===== config.mk =====
export PLATFORM = sky130hd
export DESIGN_NAME = busca_instrucao
export DESIGN_NICKNAME = d
export VERILOG_FILES = /design/src/rtl/busca_instrucao_pkg.sv /design/src/rtl/busca_instrucao_calc_prox_pc.sv /design/src/rtl/busca_instrucao.sv
export SDC_FILE = /design/constraint.sdc
export NUM_CORES = 1
export LEC_CHECK = 0
export CORE_ASPECT_RATIO = 1.4
export CORE_UTILIZATION = 37
export DETAILED_ROUTE_END_ITERATION = 6
export PLACE_DENSITY = 0.76
export SKIP_LAST_GASP = 1
export SLEW_MARGIN = 20
export SYNTH_ARGS = -nofsm -noshare
export SYNTH_HDL_FRONTEND = slang
export SYNTH_SLANG_ARGS = --single-unit

===== constraint.sdc =====
create_clock -name clk -period 1.4 [get_ports clk]
set_input_delay 0.14 -clock clk [delete_from_list [all_inputs] [get_ports clk]]
set_output_delay 0.14 -clock clk [all_outputs]
set_load 0.02 [all_outputs]

===== src/rtl/busca_instrucao_pkg.sv =====
// Shared definitions for the instruction-fetch stage: opcodes, PC source
// encodings, fetch states and default widths.
package busca_instrucao_pkg;

   localparam int PC_W_DEF    = 12;
   localparam int INSTR_W_DEF = 16;
   localparam int JMP_W_DEF   = 12;

   localparam logic [3:0] OP_JUMP   = 4'd11;
   localparam logic [3:0] OP_BRANCH = 4'd12;
   localparam logic [3:0] OP_MUL    = 4'd15;

   localparam logic [1:0] FCP_SEQ = 2'b00;
   localparam logic [1:0] FCP_ULA = 2'b01;
   localparam logic [1:0] FCP_JMP = 2'b10;

   typedef enum logic [1:0] {
      IDLE  = 2'd0,
      FETCH = 2'd1,
      EXEC  = 2'd2
   } estado_t;

endpackage


===== src/rtl/busca_instrucao_calc_prox_pc.sv =====
// Combinational next-PC selection and PC write enable, driven by the
// controller's EscCP/EscCondCP/FonteCP decisions and the ALU zero flag.
module calc_prox_pc
   import busca_instrucao_pkg::*;
#(
   parameter int PC_W  = PC_W_DEF,
   parameter int JMP_W = JMP_W_DEF
) (
   input  logic [PC_W-1:0]  pc,
   input  logic [JMP_W-1:0] jmp,
   input  logic             EscCP,
   input  logic             EscCondCP,
   input  logic [1:0]       FonteCP,
   input  logic             ula_zero,
   input  logic [PC_W-1:0]  ula_result,
   output logic [PC_W-1:0]  prox_pc,
   output logic             we
);

   logic [PC_W-1:0] jmp_ext;
   logic [PC_W-1:0] pc_mais1;

   // The jump field is fitted to the PC width whichever one is wider.
   generate
      if (JMP_W >= PC_W) begin : g_trunca
         assign jmp_ext = jmp[PC_W-1:0];
      end else begin : g_estende
         assign jmp_ext = {{(PC_W-JMP_W){1'b0}}, jmp};
      end
   endgenerate

   assign pc_mais1 = pc + PC_W'(1);
   assign we       = EscCP | EscCondCP;

   // A conditional write with zero clear is a branch not taken: it wins over FonteCP.
   always_comb begin
      prox_pc = pc_mais1;
      if (!(EscCondCP && !ula_zero)) begin
         case (FonteCP)
            FCP_ULA: prox_pc = ula_result;
            FCP_JMP: prox_pc = jmp_ext;
            default: prox_pc = pc_mais1;
         endcase
      end
   end

endmodule


===== src/rtl/busca_instrucao.sv =====
// Instruction-fetch stage: owns PC and instruction register, fetches over a
// req/ack handshake and applies the controller's PC update when leaving EXEC.
module busca_instrucao
   import busca_instrucao_pkg::*;
#(
   parameter int              PC_W     = PC_W_DEF,
   parameter int              INSTR_W  = INSTR_W_DEF,
   parameter int              JMP_W    = JMP_W_DEF,
   parameter logic [PC_W-1:0] RESET_PC = '0
) (
   input  logic               clk,
   input  logic               rst,
   output logic               mem_req,
   output logic [PC_W-1:0]    mem_addr,
   input  logic               mem_ack,
   input  logic [INSTR_W-1:0] mem_rdata,
   input  logic               stall,
   input  logic               EscCP,
   input  logic               EscCondCP,
   input  logic [1:0]         FonteCP,
   input  logic               ula_zero,
   input  logic [PC_W-1:0]    ula_result,
   output logic [INSTR_W-1:0] instr,
   output logic [3:0]         opcode,
   output logic               instr_valid,
   output logic [PC_W-1:0]    pc
);

   estado_t         estado;
   logic [PC_W-1:0] prox_pc;
   logic            we;

   calc_prox_pc #(
      .PC_W  (PC_W),
      .JMP_W (JMP_W)
   ) u_calc_prox_pc (
      .pc         (pc),
      .jmp        (instr[JMP_W-1:0]),
      .EscCP      (EscCP),
      .EscCondCP  (EscCondCP),
      .FonteCP    (FonteCP),
      .ula_zero   (ula_zero),
      .ula_result (ula_result),
      .prox_pc    (prox_pc),
      .we         (we)
   );

   assign mem_addr = pc;
   assign opcode   = instr[INSTR_W-1:INSTR_W-4];

   // mem_req and instr_valid are registered alongside the state so they
   // change exactly on the transitions into and out of FETCH/EXEC.
   always_ff @(posedge clk or posedge rst) begin
      if (rst) begin
         estado      <= IDLE;
         pc          <= RESET_PC;
         instr       <= '0;
         mem_req     <= 1'b0;
         instr_valid <= 1'b0;
      end else begin
         case (estado)
            IDLE: begin
               estado  <= FETCH;
               mem_req <= 1'b1;
            end
            FETCH: begin
               if (mem_ack) begin
                  instr       <= mem_rdata;
                  estado      <= EXEC;
                  mem_req     <= 1'b0;
                  instr_valid <= 1'b1;
               end
            end
            EXEC: begin
               if (!stall) begin
                  if (we) begin
                     pc <= prox_pc;
                  end
                  estado      <= FETCH;
                  mem_req     <= 1'b1;
                  instr_valid <= 1'b0;
               end
            end
            default: begin
               estado      <= IDLE;
               mem_req     <= 1'b0;
               instr_valid <= 1'b0;
            end
         endcase
      end
   end

endmodule


==> impl_metrics.ini, run 1 <==
[place]
hpwlAfterDp_um = 3570
placed_cells_incl_taps = 315
routabilityCongestion = 0.842
dp_slack_ns = -0.476
port_buffers = 82

[setup_path]
path_class = flop to flop
startpoint = mem_addr[0]
r2r_setup_slack_ns = -0.09
worstReg2RegStart = mem_addr[0]
endpoint_kind = flop
cp-start-kind = flop
critical_path_arrival_ns = 1.67
crit_required_ns = 1.58
rr_worst_depth = 6
path_max_fanout = 4
crit_end = mem_addr[8]
r2r_end = mem_addr[8]

[synth]
synth.distinct_cells = 42
yosysSeqAreaShare_pct = 44.0
synth_flop_cell = dfrtp_1
syn_nets = 211
yosysTopAreaCellShare_pct = 44.0
synth_edf_count = 0
ys_ff_latch = 32
ys_async_sr_fraction_pct = 100
yosysTopAreaCell = dfrtp_1
synth_area_leaders = dfrtp_1, mux2_2, buf_4, a22o_1, o22a_1
syn_area_mm2 = 0.00182
syn_avg_cell_area_um2 = 10.6
yosysWarnings = 0
syn_inst = 171

[routing]
dr.pass1.iters = 4
antenna_left = 0
drtIter0Drc = 39
wl_met2_um = 2590
wl_per_cell_um = 15.0
vias = 1695
postRouteWirelength_um = 4890
wl_met1_um = 1860
vias_per_cell = 5.20
drc = 0
top_layer = met4
route.met3.wl_um = 299

[global_routing]
grt_pass1_wl_um = 7980
overflow = 0
grt_max_degree = 33
grt_pass1_vias = 1681
grt_use_total_pct = 20.5
antenna_found_initial = 0

[pwr]
power.leakage_uw = 0.00135
p_per_area_mw_per_mm2 = 1990
ir_drop_uv = 1170

[sta]
rsz0062_at_grt = yes
finalCritPeriodShare_pct = 106
fin_skew_ns = 0.0125
setup_ws_ns = -0.0872
fmax_mhz = 672
max_slew.worst_pin.slew_ns = 0.330
setup_viol = 3
fin_tns_setup_ns = -0.148
min_period_ns = 1.49
hold_violations = 0
slew_headroom_pct = 77.9
slew_viol_final = 0

[job]
drv_cap = 0

[run_status]
violations = setup timing
outcome = finished, violations left

[clock_network]
clock-sinks = 32
htree_levels = 2
cts_root_buf = clkbuf_8
insertion_delay_ns = 0.30
clk_pin_slew_ns = 0.08
cts_tree = yes
cts_buffers = 5
cts_max_path_buffers = 2

[cells_and_area]
drive_above_1_share_pct = 29.2
antenna_cells = 0
multiInputGateArea_um2 = 886
final_cells = 326
regArea_um2 = 805
fillers = 421
area_growth_pct = 60.7
finalNetCount = 303

[hold_path]
hp-class = input port to async pin

[floorplan]
dieHeight_um = 85.0
initial_utilization_pct = 39.2
rows = 29
io_pins = 83
core_area_mm2 = 0.00464
dieArea_mm2 = 0.00520
die_w_um = 61.3
kinds of logic after synthesis:
logic type | share of synthesized area, %
and+or+nand+nor | 10.7
DFF | 44.0
adders and majority gates | 2.06
buffers and inverters | 11.3
muxes | 10.5
AOI/OAI and AO/OA | 21.5
cells in the final DEF (no fill, tap or decap), drive strengths merged, types with 2 or more instances in the layout:
cell type | synthesis | final
buf | 22 | 30
a21oi | 9 | 9
clkdlybuf4s50 | 0 | 34
a2bb2oi | 3 | 3
dfrtp | 32 | 32
o21a | 2 | 2
dlymetal6s2s | 0 | 5
nor2b | 2 | 2
inv | 4 | 4
nand4 | 3 | 3
and3 | 4 | 4
nand2 | 7 | 7
or2 | 2 | 2
and2 | 2 | 2
clkinvlp | 0 | 2
nor2 | 3 | 3
a22oi | 3 | 3
clkbuf | 5 | 8
o21ai | 5 | 5
o22a | 6 | 6
o22ai | 4 | 4
ha | 3 | 3
nand3 | 2 | 2
a22o | 9 | 9
dlygate4sd2 | 0 | 41
mux2 | 16 | 16
nor3 | 7 | 7
a31oi | 4 | 4
sequential cells by signal, summed over array words and instances, names as in the netlist:
name         flops
instr           16
mem_addr        12
estado           2
instr_valid      1
mem_req          1
cell usage after synthesis, types with 3 or more instances:
cell / number
clkbuf_1: 5
o22ai_1: 4
buf_2: 3
o21ai_0: 5
a31oi_1: 4
o22a_1: 6
a22o_1: 9
a2bb2oi_1: 3
a22oi_1: 3
mux2_2: 16
dfrtp_1: 32
nand2_1: 7
inv_1: 4
buf_4: 16
ha_1: 3
nor2_1: 3
and3_1: 4
nand4_1: 3
nor3_1: 7
a21oi_1: 8
repair_timing:
action | CTS | global route
pin swaps | 3 | 6
setup endpoints to repair | 53 | 15
gates resized for setup | 52 | 13
hold buffers | 0 | 0
setup buffers | 3 | 0
worst min-delay path by stage:
stage                        end  slack (ns)
finish               mem_addr[5]        0.18
global route        mem_addr[11]        0.21
CTS                  mem_addr[5]        0.19
detailed placement     estado[0]        0.50
global placement         mem_req        0.50
floorplan              estado[0]        0.26
layer usage:
metal	global-route usage, %	up-vias
met4	8.06	0
met5	0	-
met3	3.96	19
met2	34.1	80
met1	25.2	790
li1	-	806
where the power goes:
part | switching (µW) | leakage (µW) | internal [µW]
combinational | 1670 | 0.000929 | 1570
clock | 373 | 0.0000434 | 398
sequential | 409 | 0.000378 | 1390
total | 2450 | 0.00135 | 3360
final cells by class:
class	instances	area share, %
clock inverters	2	0.514
flip-flops and latches	32	27.5
inverters	4	0.514
well taps	62	2.65
repair buffers	112	35.7
clock buffers	6	2.83
multi-input cells	108	30.3
per-stage QoR:
stage               hold WS (ns)  instance area [µm²]  power (µW)  util (%)
floorplan                  0.256                 1860        3820         -
global placement           0.499                 2790        5350      60.2
detailed placement         0.503                 2790        5410      60.2
CTS                        0.191                 2900        5840      62.5
global route               0.207                 2920        6160      62.9
finish                     0.179                 2920        5800      62.9
critical path: stages (launching register included):
cell and delay, ns:
dfrtp_2 0.43, buf_6 0.12, ha_4 0.14, and2_4 0.16, and3_4 0.18, o21a_1 0.17
o22a_1 0.17
No activity file was read; power rests on OpenSTA's default activity.
==> inputs of run 2 (changes only) <==
--- a/config.mk
+++ b/config.mk
@@ -6,11 +6,12 @@
 export NUM_CORES = 1
 export LEC_CHECK = 0
 export CORE_ASPECT_RATIO = 1.4
-export CORE_UTILIZATION = 37
+export CORE_UTILIZATION = 38
 export DETAILED_ROUTE_END_ITERATION = 6
-export PLACE_DENSITY = 0.76
+export PLACE_DENSITY = 0.77
 export SKIP_LAST_GASP = 1
 export SLEW_MARGIN = 20
 export SYNTH_ARGS = -nofsm -noshare
 export SYNTH_HDL_FRONTEND = slang
+export SYNTH_HIERARCHICAL = 1
 export SYNTH_SLANG_ARGS = --single-unit
==> run 2 against run 1 <==
The flow still finishes with violations (setup timing). Sequential cell count shrank 1. Cell count is 1.8% lower. Non-clock buffer count grew 2. Largest power group unchanged. First-iteration DRC count shrank 23%. Utilization increased by 2.5 points. Critical endpoint is now mem_addr[10].
==> impl_metrics.ini, run 2 <==
[run_status]
outcome = finished, violations left
violations = setup timing

[sta]
fmax_mhz = 655
max_slew.worst_pin.slew_ns = 0.247
slew_viol_final = 0
min_period_ns = 1.53
fin_skew_ns = 0.00767
finalCritPeriodShare_pct = 109
rsz0062_at_grt = yes
setup_ws_ns = -0.127
fin_tns_setup_ns = -0.533
slew_headroom_pct = 83.4
hold_violations = 0
setup_viol = 10

[floorplan]
core_area_mm2 = 0.00461
dieHeight_um = 84.9
initial_utilization_pct = 40.5
io_pins = 83
rows = 29
die_w_um = 61.2
dieArea_mm2 = 0.00519

[place]
placed_cell_area_mm2 = 0.00284
routabilityCongestion = 0.782
port_buffers = 82
placed_cells_incl_taps = 304
hpwlAfterDp_um = 3570

[clock_network]
clock-sinks = 31
cts_root_buf = clkbuf_8
hold_buffers = 0
cts_tree = yes
htree_levels = 2
cts_buffers = 5
clk_pin_slew_ns = 0.07
cts_max_path_buffers = 2
insertion_delay_ns = 0.28

[pwr]
ir_drop_uv = 1020
combPwrFrac_pct = 58.5
p_clk_share_pct = 11.6
totalPowerFinal_uw = 6140
sequentialPowerShare_pct = 29.8
switching_power_uw = 2540
power.leakage_uw = 0.00138
p_int_uw = 3590
swShare_pct = 41.5
p_per_area_mw_per_mm2 = 2030

[synth]
yosysTopAreaCell = dfrtp_1
ys_async_sr_fraction_pct = 100
yosysSeqAreaShare_pct = 41.6
yosysWarnings = 6
synthTopCellsByCount = dfrtp_1, mux2_2, buf_4
yosysMostFrequentCell = dfrtp_1
synth.distinct_cells = 35
ys_ff_latch = 31
synth_area_leaders = dfrtp_1, mux2_2, mux2_4, buf_4, a22o_1
syn_nets = 201
syn_inst = 161
synth_flop_cell = dfrtp_1
syn_avg_cell_area_um2 = 11.6
yosysTopAreaCellShare_pct = 41.6
syn_area_mm2 = 0.00186
synth_edf_count = 0

[routing]
drc = 0
antenna_left = 0
vias = 1647
dr.pass1.iters = 4
wl_per_cell_um = 15.4
postRouteWirelength_um = 4930
vias_per_cell = 5.15
drtIter0Drc = 30

[cells_and_area]
fin_util_pct = 65.4
mostFrequentLayoutCell = dlygate4sd2_1
final_cells = 320
regMostFlops = instr
regArea_um2 = 790
multiInputGateArea_um2 = 992
area_growth_pct = 61.7
drive_above_1_share_pct = 38.4
largest_reg_flops = 16
mostFrequentLayoutCells = dlygate4sd2_1, clkdlybuf4s50_1, buf_4, dfrtp_1, mux2_2
antenna_cells = 0
final_area_mm2 = 0.00302
finalNetCount = 298
fillers = 398

[setup_path]
cp-start-kind = flop
rr_worst_depth = 5
path_buf_inv = 0
path_max_fanout = 7
r2r_end = mem_addr[10]
endpoint_kind = flop
path_class = flop to flop
crit_required_ns = 1.63
r2r_setup_slack_ns = -0.13
path_cells = ha_4 -> nand3_4 -> or4_4 -> a31oi_1 -> mux2_4
critical_path.max_stage_delay_ns = 0.43
cp_top_family = simple AND/OR/NAND/NOR gates
worstReg2RegStart = mem_addr[1]
critPathSlowestCell = dfrtp_2
critical_path_arrival_ns = 1.75

[job]
drv_cap = 0

[global_routing]
grt_max_degree = 32
grt_pass1_wl_um = 7710
antenna_found_initial = 0
grt_use_total_pct = 20.1
grt_pass1_vias = 1654
overflow = 0

[hold_path]
hp-class = input port to async pin
run 2: cell types whose count changed after synthesis, sizes merged, moves of 4 or more:
cell,before,now
o22a,6,0
mux2,16,28
or4,0,4
a21oi,9,1
and3,4,0
o21ai,5,9
run 2: cell type report:
| class | count | area share [%] |
|---|---|---|
| clock buffers | 6 | 2.74 |
| clock inverters | 1 | 0.166 |
| inverters | 5 | 0.788 |
| multi-input cells | 101 | 32.9 |
| flip-flops and latches | 31 | 26.2 |
| well taps | 62 | 2.57 |
| repair buffers | 114 | 34.6 |
run 2: cell families after synthesis:
| group | after synthesis | share of synthesized area (%) |
|---|---|---|
| buffers and inverters | 29 | 10.8 |
| XOR/XNOR | 3 | 1.41 |
| AO/OA/AOI/OAI | 34 | 12.3 |
| adder cells (fa/ha/maj) | 3 | 2.01 |
| AND/OR/NAND/NOR | 30 | 11.3 |
| multiplexers | 31 | 20.5 |
| flip-flops | 31 | 41.6 |
run 2: metal layers:
metal  global-route usage (%)  part of all wire, %
met5                        0                    0
met4                     8.47                  2.6
met3                     4.73                  4.6
met2                     35.2                   54
met1                     22.4                   39
run 2: per-stage QoR:
stage,setup slack [ns],hold slack (ns)
after floorplan,-0.0929,0.243
after global placement,-0.494,0.503
final,-0.127,0.197
after detailed placement,-0.539,0.505
after global routing,-0.166,0.217
after CTS,-0.149,0.204
run 2: power groups by stage:
stage | logic, µW | registers, µW | clock network, µW
global placement | 3740 | 1830 | 0
global route | 3840 | 1910 | 761
floorplan | 1650 | 2380 | 0
detailed placement | 3810 | 1850 | 0
CTS | 3490 | 1820 | 728
finish | 3590 | 1830 | 715
run 2: timing repair:
| item | in CTS | in global routing |
|---|---|---|
| pin swaps | 3 | 7 |
| buffers inserted | 2 | 7 |
| gates resized for setup | 53 | 17 |
| setup endpoints to repair | 54 | 18 |
run 2: worst max-delay path by stage:
stage | from | endpoint | slack (ns) | cells after the start
after floorplan | mem_addr[3] | mem_addr[11] | -0.09 | 4
after global placement | FonteCP[1] | mem_addr[8] | -0.49 | 7
after detailed placement | FonteCP[1] | mem_addr[10] | -0.54 | 7
after CTS | mem_addr[1] | mem_addr[11] | -0.15 | 4
after global routing | mem_addr[1] | mem_addr[10] | -0.17 | 5
final | mem_addr[1] | mem_addr[10] | -0.13 | 5
run 2: worst reg2reg max path, delay by kind of cell (launching register included):
kind | cells | cell delay [ns]
adders and majority gates | 1 | 0.17
DFF | 1 | 0.43
muxes | 1 | 0.17
and+or+nand+nor | 2 | 0.54
AOI/OAI and AO/OA | 1 | 0.16
==> patch (flow settings as in run 2) <==
Change the package constant `PC_W_DEF` from 12 to 6.
--- a/src/rtl/busca_instrucao_pkg.sv
+++ b/src/rtl/busca_instrucao_pkg.sv
@@ -2,7 +2,7 @@
 // encodings, fetch states and default widths.
 package busca_instrucao_pkg;
 
-   localparam int PC_W_DEF    = 12;
+   localparam int PC_W_DEF    = 6;
    localparam int INSTR_W_DEF = 16;
    localparam int JMP_W_DEF   = 12;
 
Ports: changed (resized mem_addr, pc and ula_result); port bits go from 83 to 65. No check against the original RTL was run, so the function may have changed too.
==> patch against run 2 <==
Worst setup slack gained 0.18 ns. Cell area shrank 29%. Largest power group unchanged. Sequential cell count is 6 lower. Core utilization shrank 2.4 points. Power down 30%. Non-clock buffer count down 36. Largest cell class unchanged. Sequential power fell by 25%. Area after synthesis is 28% lower. Global-route usage down 1.7 points. Final cell count shrank 34%. Wire length down 33%.
==> patch: results (changes against run 2) <==
[sta]
worst_pin_slew_ns = 0.3219  ; +0.07489 ns
fin_setup_tns_ns = 0  ; +0.5327 ns

[synth]
synthAdderAreaFrac_pct = 2.796  ; +0.78 points
synthCells = 103  ; -36%
synth.area.top_cells = dfrtp_1 (47%), mux2_4 (17%), mux2_2 (5.9%)
muxShareOfSynthArea_pct = 24.88  ; +4.3 points
synth_compound_gate_area_share_pct = 7.363  ; -4.9 points
synthesis.nets = 137  ; -32%
ys_types = 27  ; -23%
yosysSeqAreaShare_pct = 46.60  ; +5.0 points

[detailed_routing]
wl_um = 3279  ; -33%
initialDrtViolationCount = 28  ; -6.7%
vias_per_cell = 5.024  ; -2.4%
wl_per_cell_um = 15.47  ; +0.43%

[place]
place_congestion = 0.8387  ; +7.3%
pre_cts_ws_ns = -0.4084  ; +0.1307 ns
hpwl_um = 2447  ; -32%
port_buffers = 64  ; -22%
dpl_cell_area_um2 = 2051  ; -28%

[status]
status = finished clean

[final_layout]
fillers = 288  ; -28%
drive_gt1_share_pct = 31.40  ; -7.0 points

[power]
swShare_pct = 39.95  ; -1.5 points
powerSeq_w = 0.00137  ; -25%
vdd_drop_max_mv = 1.240  ; +21%
leakagePower_nw = 1.076  ; -22%
seq_power_share_pct = 32.0  ; +2.2 points
power_frac_comb_pct = 58.1  ; -0.4 points

[worst_setup_path]
worstPathArrival_ns = 1.49  ; -0.26 ns
cp-start-kind = primary input
crit_path_start = EscCondCP
slowest_stage = clkdlybuf4s50_1
worstPathMaxFanout = 6  ; -1

[global_routing]
grt_pass1_wl_um = 5126  ; -33%
grt_max_degree = 26  ; -19%
grt_pass1_vias = 1131  ; -32%

[clock_tree]
cts_buffers = 3  ; -2
h-tree-depth = 1  ; -1

## patch: cell count changes in the layout (fill, tap and decap cells not counted), sizes merged, moves of 6 or more
cell,change
dlygate4sd2,-14
dfrtp,-6
buf,-18
clkdlybuf4s50,-6
a22o,-6
a31oi,-6
mux2,-6
nor3,-6
## patch: cell families (layout without fill, tap and decap cells)
logic type | count (synthesis) | count (layout)
DFF | 25 | 25
adders and majority gates | 3 | 3
xor gates and xnor gates | 3 | 3
and+or+nand+nor | 15 | 15
buffers and inverters | 16 | 85
muxes | 25 | 25
AOI/OAI and AO/OA | 16 | 16
## patch: timing repair
action,CTS,global route
gates resized for setup,33,16
pin swaps,2,0
setup endpoints to repair,32,14
cloned,0,0
setup buffers,0,0
## patch: path summary, 6_finish.rpt
check | to | slack (ns) | cells after the start
worst max-delay path | mem_addr[3]$_DFFE_PP0P_ | 0.06 | 4
worst min-delay path | estado[0]$_DFFE_PP0P_ | 0.22 | 3
worst max register to register | mem_addr[5]$_DFFE_PP0P_ | 0.06 | 5
worst min register to register | instr[8]$_DFFE_PP0P_ | 0.51 | 1
max in group asynchronous | mem_addr[1]$_DFFE_PP0P_ | 0.90 | 3
min in group clk | instr[4]$_DFFE_PP0P_ | 0.48 | 2
## patch: layer usage
layer	GRT usage, %	wire (um)
met2	33.33	1771
met5	0	0
met4	9.649	87
met1	19.60	1237
met3	3.564	183
## patch: area by class of cell
cell class / instances / area (um^2) / area share (%)
repair buffers: 78 / 747.0 / 35.06
multi-input cells: 62 / 648.1 / 30.42
flip-flops and latches: 25 / 628.1 / 29.48
well taps: 40 / 50.05 / 2.349
clock buffers: 3 / 41.29 / 1.938
inverters: 3 / 11.26 / 0.5285
clock inverters: 1 / 5.005 / 0.2349
